===== src/rtl/perf_counter_unit.sv =====
// Performance-monitor unit for the 5-stage RV32I pipeline.
// Wide cycle/instret counters plus NUM_HPM selectable event counters,
// per-counter inhibit, sticky overflow with interrupt, and a snapshot
// shadow bank so that lo/hi reads of a counter are always coherent.
module perf_counter_unit #(
    parameter int CNT_W   = 48,
    parameter int NUM_EVT = 8,
    parameter int NUM_HPM = 4,
    parameter int ADDR_W  = 6
) (
    input  logic              clk,
    input  logic              rst,
    input  logic              retire_i,
    input  logic [NUM_EVT-1:0] evt_i,
    input  logic              cfg_wr_en,
    input  logic              cfg_rd_en,
    input  logic [ADDR_W-1:0] cfg_addr,
    input  logic [31:0]       cfg_wdata,
    output logic [31:0]       cfg_rdata,
    output logic              cfg_rvalid,
    output logic              ovf_irq
);

    // Counter index 0 = cycle, 1 = instret, 2+k = HPMk; this is also the
    // bit layout of INHIBIT, OVF and IRQ_EN.
    localparam int NUM_CTR = NUM_HPM + 2;

    localparam logic [ADDR_W-1:0] A_INH  = ADDR_W'(4);
    localparam logic [ADDR_W-1:0] A_OVF  = ADDR_W'(5);
    localparam logic [ADDR_W-1:0] A_IEN  = ADDR_W'(6);
    localparam logic [ADDR_W-1:0] A_SNAP = ADDR_W'(7);
    localparam logic [ADDR_W-1:0] A_SEL  = ADDR_W'(32);

    logic [CNT_W-1:0]   cnt_q [NUM_CTR];
    logic [CNT_W-1:0]   cnt_d [NUM_CTR];
    logic [CNT_W-1:0]   shd_q [NUM_CTR];
    logic [NUM_CTR-1:0] inhibit_q;
    logic [NUM_CTR-1:0] ovf_q;
    logic [NUM_CTR-1:0] ovf_d;
    logic [NUM_CTR-1:0] ovf_set;
    logic [NUM_CTR-1:0] irq_en_q;
    logic [NUM_CTR-1:0] hit;
    logic [NUM_CTR-1:0] wr_lo;
    logic [NUM_CTR-1:0] wr_hi;
    logic [NUM_HPM-1:0] wr_sel;
    logic [3:0]         sel_q [NUM_HPM];
    logic [15:0]        evt_ext;
    logic [31:0]        rd_mux;
    logic               wr_inh;
    logic               wr_ovf;
    logic               wr_ien;
    logic               wr_snap;

    function automatic logic [ADDR_W-1:0] lo_addr(input int i);
        return (i < 2) ? ADDR_W'(2 * i) : ADDR_W'(16 + 2 * (i - 2));
    endfunction

    function automatic logic [ADDR_W-1:0] hi_addr(input int i);
        return (i < 2) ? ADDR_W'(2 * i + 1) : ADDR_W'(17 + 2 * (i - 2));
    endfunction

    // Decode the register-port write strobe into per-register enables.
    always_comb begin
        // NOTE: every combinational output gets a default first so no path leaves it unassigned (no latch).
        wr_lo   = '0;
        wr_hi   = '0;
        wr_sel  = '0;
        wr_inh  = cfg_wr_en && (cfg_addr == A_INH);
        wr_ovf  = cfg_wr_en && (cfg_addr == A_OVF);
        wr_ien  = cfg_wr_en && (cfg_addr == A_IEN);
        wr_snap = cfg_wr_en && (cfg_addr == A_SNAP);
        for (int i = 0; i < NUM_CTR; i++) begin
            wr_lo[i] = cfg_wr_en && (cfg_addr == lo_addr(i));
            wr_hi[i] = cfg_wr_en && (cfg_addr == hi_addr(i));
        end
        for (int k = 0; k < NUM_HPM; k++) begin
            wr_sel[k] = cfg_wr_en && (cfg_addr == A_SEL + ADDR_W'(k));
        end
    end

    // Per-counter increment request; a selector of 0 or beyond NUM_EVT lands
    // on a constant-zero bit of evt_ext, so it never counts.
    always_comb begin
        evt_ext              = '0;
        evt_ext[NUM_EVT:1]   = evt_i;
        hit                  = '0;
        hit[0]               = 1'b1;
        hit[1]               = retire_i;
        for (int k = 0; k < NUM_HPM; k++) begin
            hit[2+k] = evt_ext[sel_q[k]];
        end
    end

    // Next counter values: a register write beats the increment and never
    // flags overflow; a wrap from all-ones flags overflow on the same edge.
    always_comb begin
        ovf_set = '0;
        for (int i = 0; i < NUM_CTR; i++) begin
            cnt_d[i] = cnt_q[i];
            if (wr_lo[i]) begin
                cnt_d[i][31:0] = cfg_wdata;
            end else if (wr_hi[i]) begin
                cnt_d[i][CNT_W-1:32] = cfg_wdata[CNT_W-33:0];
            end else if (hit[i] && !inhibit_q[i]) begin
                cnt_d[i]   = cnt_q[i] + CNT_W'(1);
                ovf_set[i] = &cnt_q[i];
            end
        end
        // A fresh overflow wins over a simultaneous write-1-to-clear.
        ovf_d = (ovf_q & ~(wr_ovf ? cfg_wdata[NUM_CTR-1:0] : '0)) | ovf_set;
    end

    // Read mux: counters come from the shadow bank, control registers live.
    always_comb begin
        rd_mux = '0;
        for (int i = 0; i < NUM_CTR; i++) begin
            if (cfg_addr == lo_addr(i)) rd_mux = shd_q[i][31:0];
            if (cfg_addr == hi_addr(i)) rd_mux = 32'(shd_q[i] >> 32);
        end
        if (cfg_addr == A_INH) rd_mux = 32'(inhibit_q);
        if (cfg_addr == A_OVF) rd_mux = 32'(ovf_q);
        if (cfg_addr == A_IEN) rd_mux = 32'(irq_en_q);
        for (int k = 0; k < NUM_HPM; k++) begin
            if (cfg_addr == A_SEL + ADDR_W'(k)) rd_mux = 32'(sel_q[k]);
        end
    end

    // Live counters and their snapshot shadows.
    always_ff @(posedge clk or negedge rst) begin
        if (!rst) begin
            // NOTE: the counter and shadow arrays are architecturally visible, so every entry is reset explicitly.
            for (int i = 0; i < NUM_CTR; i++) begin
                cnt_q[i] <= '0;
                shd_q[i] <= '0;
            end
        end else begin
            // NOTE: non-blocking assignments so the snapshot captures the pre-increment values of this edge.
            for (int i = 0; i < NUM_CTR; i++) begin
                cnt_q[i] <= cnt_d[i];
                if (wr_snap) shd_q[i] <= cnt_q[i];
            end
        end
    end

    // Control registers: inhibit, sticky overflow, interrupt enable, selectors.
    always_ff @(posedge clk or negedge rst) begin
        if (!rst) begin
            inhibit_q <= '0;
            ovf_q     <= '0;
            irq_en_q  <= '0;
            for (int k = 0; k < NUM_HPM; k++) sel_q[k] <= '0;
        end else begin
            ovf_q <= ovf_d;
            if (wr_inh) inhibit_q <= cfg_wdata[NUM_CTR-1:0];
            if (wr_ien) irq_en_q  <= cfg_wdata[NUM_CTR-1:0];
            for (int k = 0; k < NUM_HPM; k++) begin
                if (wr_sel[k]) sel_q[k] <= cfg_wdata[3:0];
            end
        end
    end

    // Registered read port: one-cycle latency, data held between reads.
    always_ff @(posedge clk or negedge rst) begin
        if (!rst) begin
            cfg_rdata  <= '0;
            cfg_rvalid <= 1'b0;
        end else begin
            cfg_rvalid <= cfg_rd_en;
            if (cfg_rd_en) cfg_rdata <= rd_mux;
        end
    end

    assign ovf_irq = |(ovf_q & irq_en_q);

endmodule

===== config.mk =====
export PLATFORM = sky130hd
export DESIGN_NAME = perf_counter_unit
export DESIGN_NICKNAME = d
export VERILOG_FILES = /design/src/rtl/perf_counter_unit.sv
export SDC_FILE = /design/constraint.sdc
export NUM_CORES = 2
export LEC_CHECK = 0
export ABC_AREA = 1
export BUFFER_PORTS_ARGS = -buffer_cell sky130_fd_sc_hd__buf_2
export CAP_MARGIN = 5
export CORE_ASPECT_RATIO = 0.6
export CORE_MARGIN = 10
export CORE_UTILIZATION = 35
export CTS_CLUSTER_DIAMETER = 150
export DETAILED_ROUTE_END_ITERATION = 16
export GPL_ROUTABILITY_DRIVEN = 0
export PLACE_DENSITY_LB_ADDON = 0.08
export SLEW_MARGIN = 20
export SYNTH_ARGS = -nofsm -noshare
export SYNTH_HDL_FRONTEND = slang
export SYNTH_SLANG_ARGS = --single-unit
export TNS_END_PERCENT = 5

===== constraint.sdc =====
create_clock -name clk -period 2.34 [get_ports clk]
set_input_delay 0.351 -clock clk [delete_from_list [all_inputs] [get_ports clk]]
set_output_delay 0.351 -clock clk [all_outputs]
set_load 0.1 [all_outputs]

==> flow_metrics.env <==
export IMPL_maxCapViolCount=0
export IMPL_min_period_ns=2.485
export IMPL_first_pass_iters=5
export IMPL_io_pins=85
export IMPL_grt_pass1_wl_um=236100
export IMPL_mostFrequentLayoutCell="nand2_1"
export IMPL_initial_core_util_pct=35.52
export IMPL_rows=89
export IMPL_layout_nets=4910
export IMPL_synth_main_ff_cell="dfrtp_1"
export IMPL_fmax_mhz=402.4
export IMPL_gr_usage_all_layers_pct=28.38
export IMPL_violations="setup timing"
export IMPL_final_area_um2=44000
export IMPL_cts_root_buf="clkbuf_16"
export IMPL_cp_required_ns=2.94
export IMPL_crit_fanout=4
export IMPL_die_h_um=265.5
export IMPL_gr_total_overflow=0
export IMPL_grt_start_max_net_pins=104
export IMPL_clock_latency_ns=0.69
export IMPL_ant_nets=0
export IMPL_instances_no_fill=6233
export IMPL_die_w_um=429.2
export IMPL_dp_cells=6079
export IMPL_criticalPathCategory="reg -> reg"
export IMPL_synth_seq_cells=643
export IMPL_fp_dieArea_um2=114000
export IMPL_synth_top_area_share_pct=45.76
export IMPL_drc=0
export IMPL_totalPowerFinal_mw=41.04
export IMPL_portBuffers=84
export IMPL_layout_setup_ws_ns=-0.1453
export IMPL_setup_violations=8
export IMPL_dp_hpwl_um=126100
export IMPL_synth_nets=4388
export IMPL_ctsHtreeMaxLevel=3
export IMPL_cts_buffer_depth=3
export IMPL_yosysTopAreaCell="dfrtp_1"
export IMPL_clkTransAtPathRegs_ns=0.07
export IMPL_ys_types=62
export IMPL_max_slew_margin_pct=46.30
export IMPL_routed_wl_um=166000
export IMPL_yosysWarningCount=0
export IMPL_grt_pass1_vias=31350
export IMPL_timing_hold_ws_ns=0.05330
export IMPL_start_kind="flip-flop"
export IMPL_syn_area_um2=35160
export IMPL_arrival_ns=3.09
export IMPL_power_density_nw_per_um2=932.6
export IMPL_holdCritPathClass="in -> reg"
export IMPL_vias_per_cell=5.473
export IMPL_final_cell_mix="959 x nand2_1, 636 x dfrtp_1, 505 x buf_4"
export IMPL_placed_area_um2=41010
export IMPL_wl_per_cell_um=26.63
export IMPL_ys_seq_area_share_pct=45.76
export IMPL_syn_to_final_growth_pct=25.15
export IMPL_core_area_um2=99000
export IMPL_antenna_found_initial=9
export IMPL_via_count=34110
export IMPL_vdd_drop_max_v=0.0005574
export IMPL_slew_violations=0
export IMPL_synthTopCellsByArea="dfrtp_1 46%, nand2_1 10%, o21ai_0 6.5%"
export IMPL_postSynthAreaPerCell_um2=8.118
export IMPL_post_place_ws_ns=-0.2617
export IMPL_layout_drive_gt1_share_pct=21.41
export IMPL_skew_ns=0.02798
export IMPL_drtIter0Drc=4246
export IMPL_cts_tree="yes"
export IMPL_hold_viol_final=0
export IMPL_rsz0062_at_grt="yes"
export IMPL_endpoint_kind="flip-flop"
export IMPL_status="finished, violations left"
export IMPL_worstMarginPinSlew_ns=0.8046
export IMPL_synthArstFlopShare_pct=100.0
export IMPL_synthCells=4331
export IMPL_period_share_pct=106.2
export IMPL_power_leakage_nw=20.01
export IMPL_cts_sinks=643
export IMPL_synth_edf_count=0
export IMPL_cts_buffers=71
## cells in the mapped netlist, drive strengths merged (96+ instances only)
master and number:
a21oi 195, inv 457, clkbuf 124, xor2 224, nand4 96, nor2 312, nand3 159, nand2 990
dfrtp 643, nor3 123, o221ai 144, o21ai 522
## what timing repair did
action                     CTS  global route
hold endpoints to repair   143             0
gates resized for setup     17           116
buffers inserted             1            14
pin swaps                    3            27
setup endpoints to repair   15           178
hold buffers                 5             0
## area by class of cell
class	count	area, um^2
fillers	9967	54990
multi-input cells	3034	16960
flip-flops and latches	643	16100
repair buffers	640	5172
clock buffers	95	1947
inverters	463	1742
well taps	1319	1650
clock inverters	34	416.7
diodes	5	12.51
## per-stage QoR
step	util [%]	setup TNS (ns)
2_1_floorplan	-	0
3_3_place_gp	41.43	-9.490
3_5_place_dp	41.43	-8.422
4_1_cts	43.95	-0.1391
5_1_grt	44.44	-5.355
6_report	44.45	-0.4798
## flip-flops by register name (all words and copies together), names as in the netlist
signal	flops
sel_q	16
shd_q	288
cfg_rdata	32
irq_en_q	6
inhibit_q	6
ovf_q	6
cfg_rvalid	1
cnt_q	288
## power by group
| group | switching [mW] | internal, mW | total [mW] |
|---|---|---|---|
| combinational | 7.91 | 4.42 | 12.3 |
| sequential | 2.91 | 13.9 | 16.8 |
| clock | 5.22 | 6.69 | 11.9 |
| total | 16.0 | 25.0 | 41.0 |
## worst paths after layout
kind                                                  end  depth (start not counted)                     start  slack, ns
worst min register to register   cfg_rdata[3]$_DFFE_PN0P_                          2  cfg_rdata[3]$_DFFE_PN0P_       0.48
worst max-delay path               cnt_q[133]$_DFFE_PN0P_                          8    cnt_q[123]$_DFFE_PN0P_      -0.15
worst min-delay path               cnt_q[204]$_DFFE_PN0P_                          3             cfg_wdata[12]       0.05
max in group asynchronous       cfg_rdata[20]$_DFFE_PN0P_                          3                       rst       1.23
worst max register to register     cnt_q[133]$_DFFE_PN0P_                          8    cnt_q[123]$_DFFE_PN0P_      -0.15
min in group asynchronous          cnt_q[195]$_DFFE_PN0P_                          2                       rst       0.17
## worst max-delay path: stages, from the launching register on
cell     delay (ns)
dfrtp_1        0.38
inv_1          0.18
nor4_1         0.65
nand4_1        0.41
buf_4          0.25
nor2_1         0.15
xor2_1         0.17
a21oi_1        0.08
a21oi_1        0.13
## layer usage
metal / wire length (um) / track usage, % / vias up
met5: 63 / 0 / -
li1: - / - / 15700
met2: 56410 / 32.48 / 1629
met4: 2917 / 5.537 / 8
met1: 82060 / 44.58 / 16620
met3: 24550 / 14.63 / 158
## cells by family after synthesis
family | count (synthesis) | synth area share [%]
adder cells (fa/ha/maj) | 6 | 0.2135
buffers and inverters | 654 | 7.206
multiplexers | 38 | 1.217
AO/OA/AOI/OAI | 979 | 16.46
AND/OR/NAND/NOR | 1775 | 23.26
XOR/XNOR | 236 | 5.879
flip-flops | 643 | 45.76
Power figures use the tool's default switching activity.
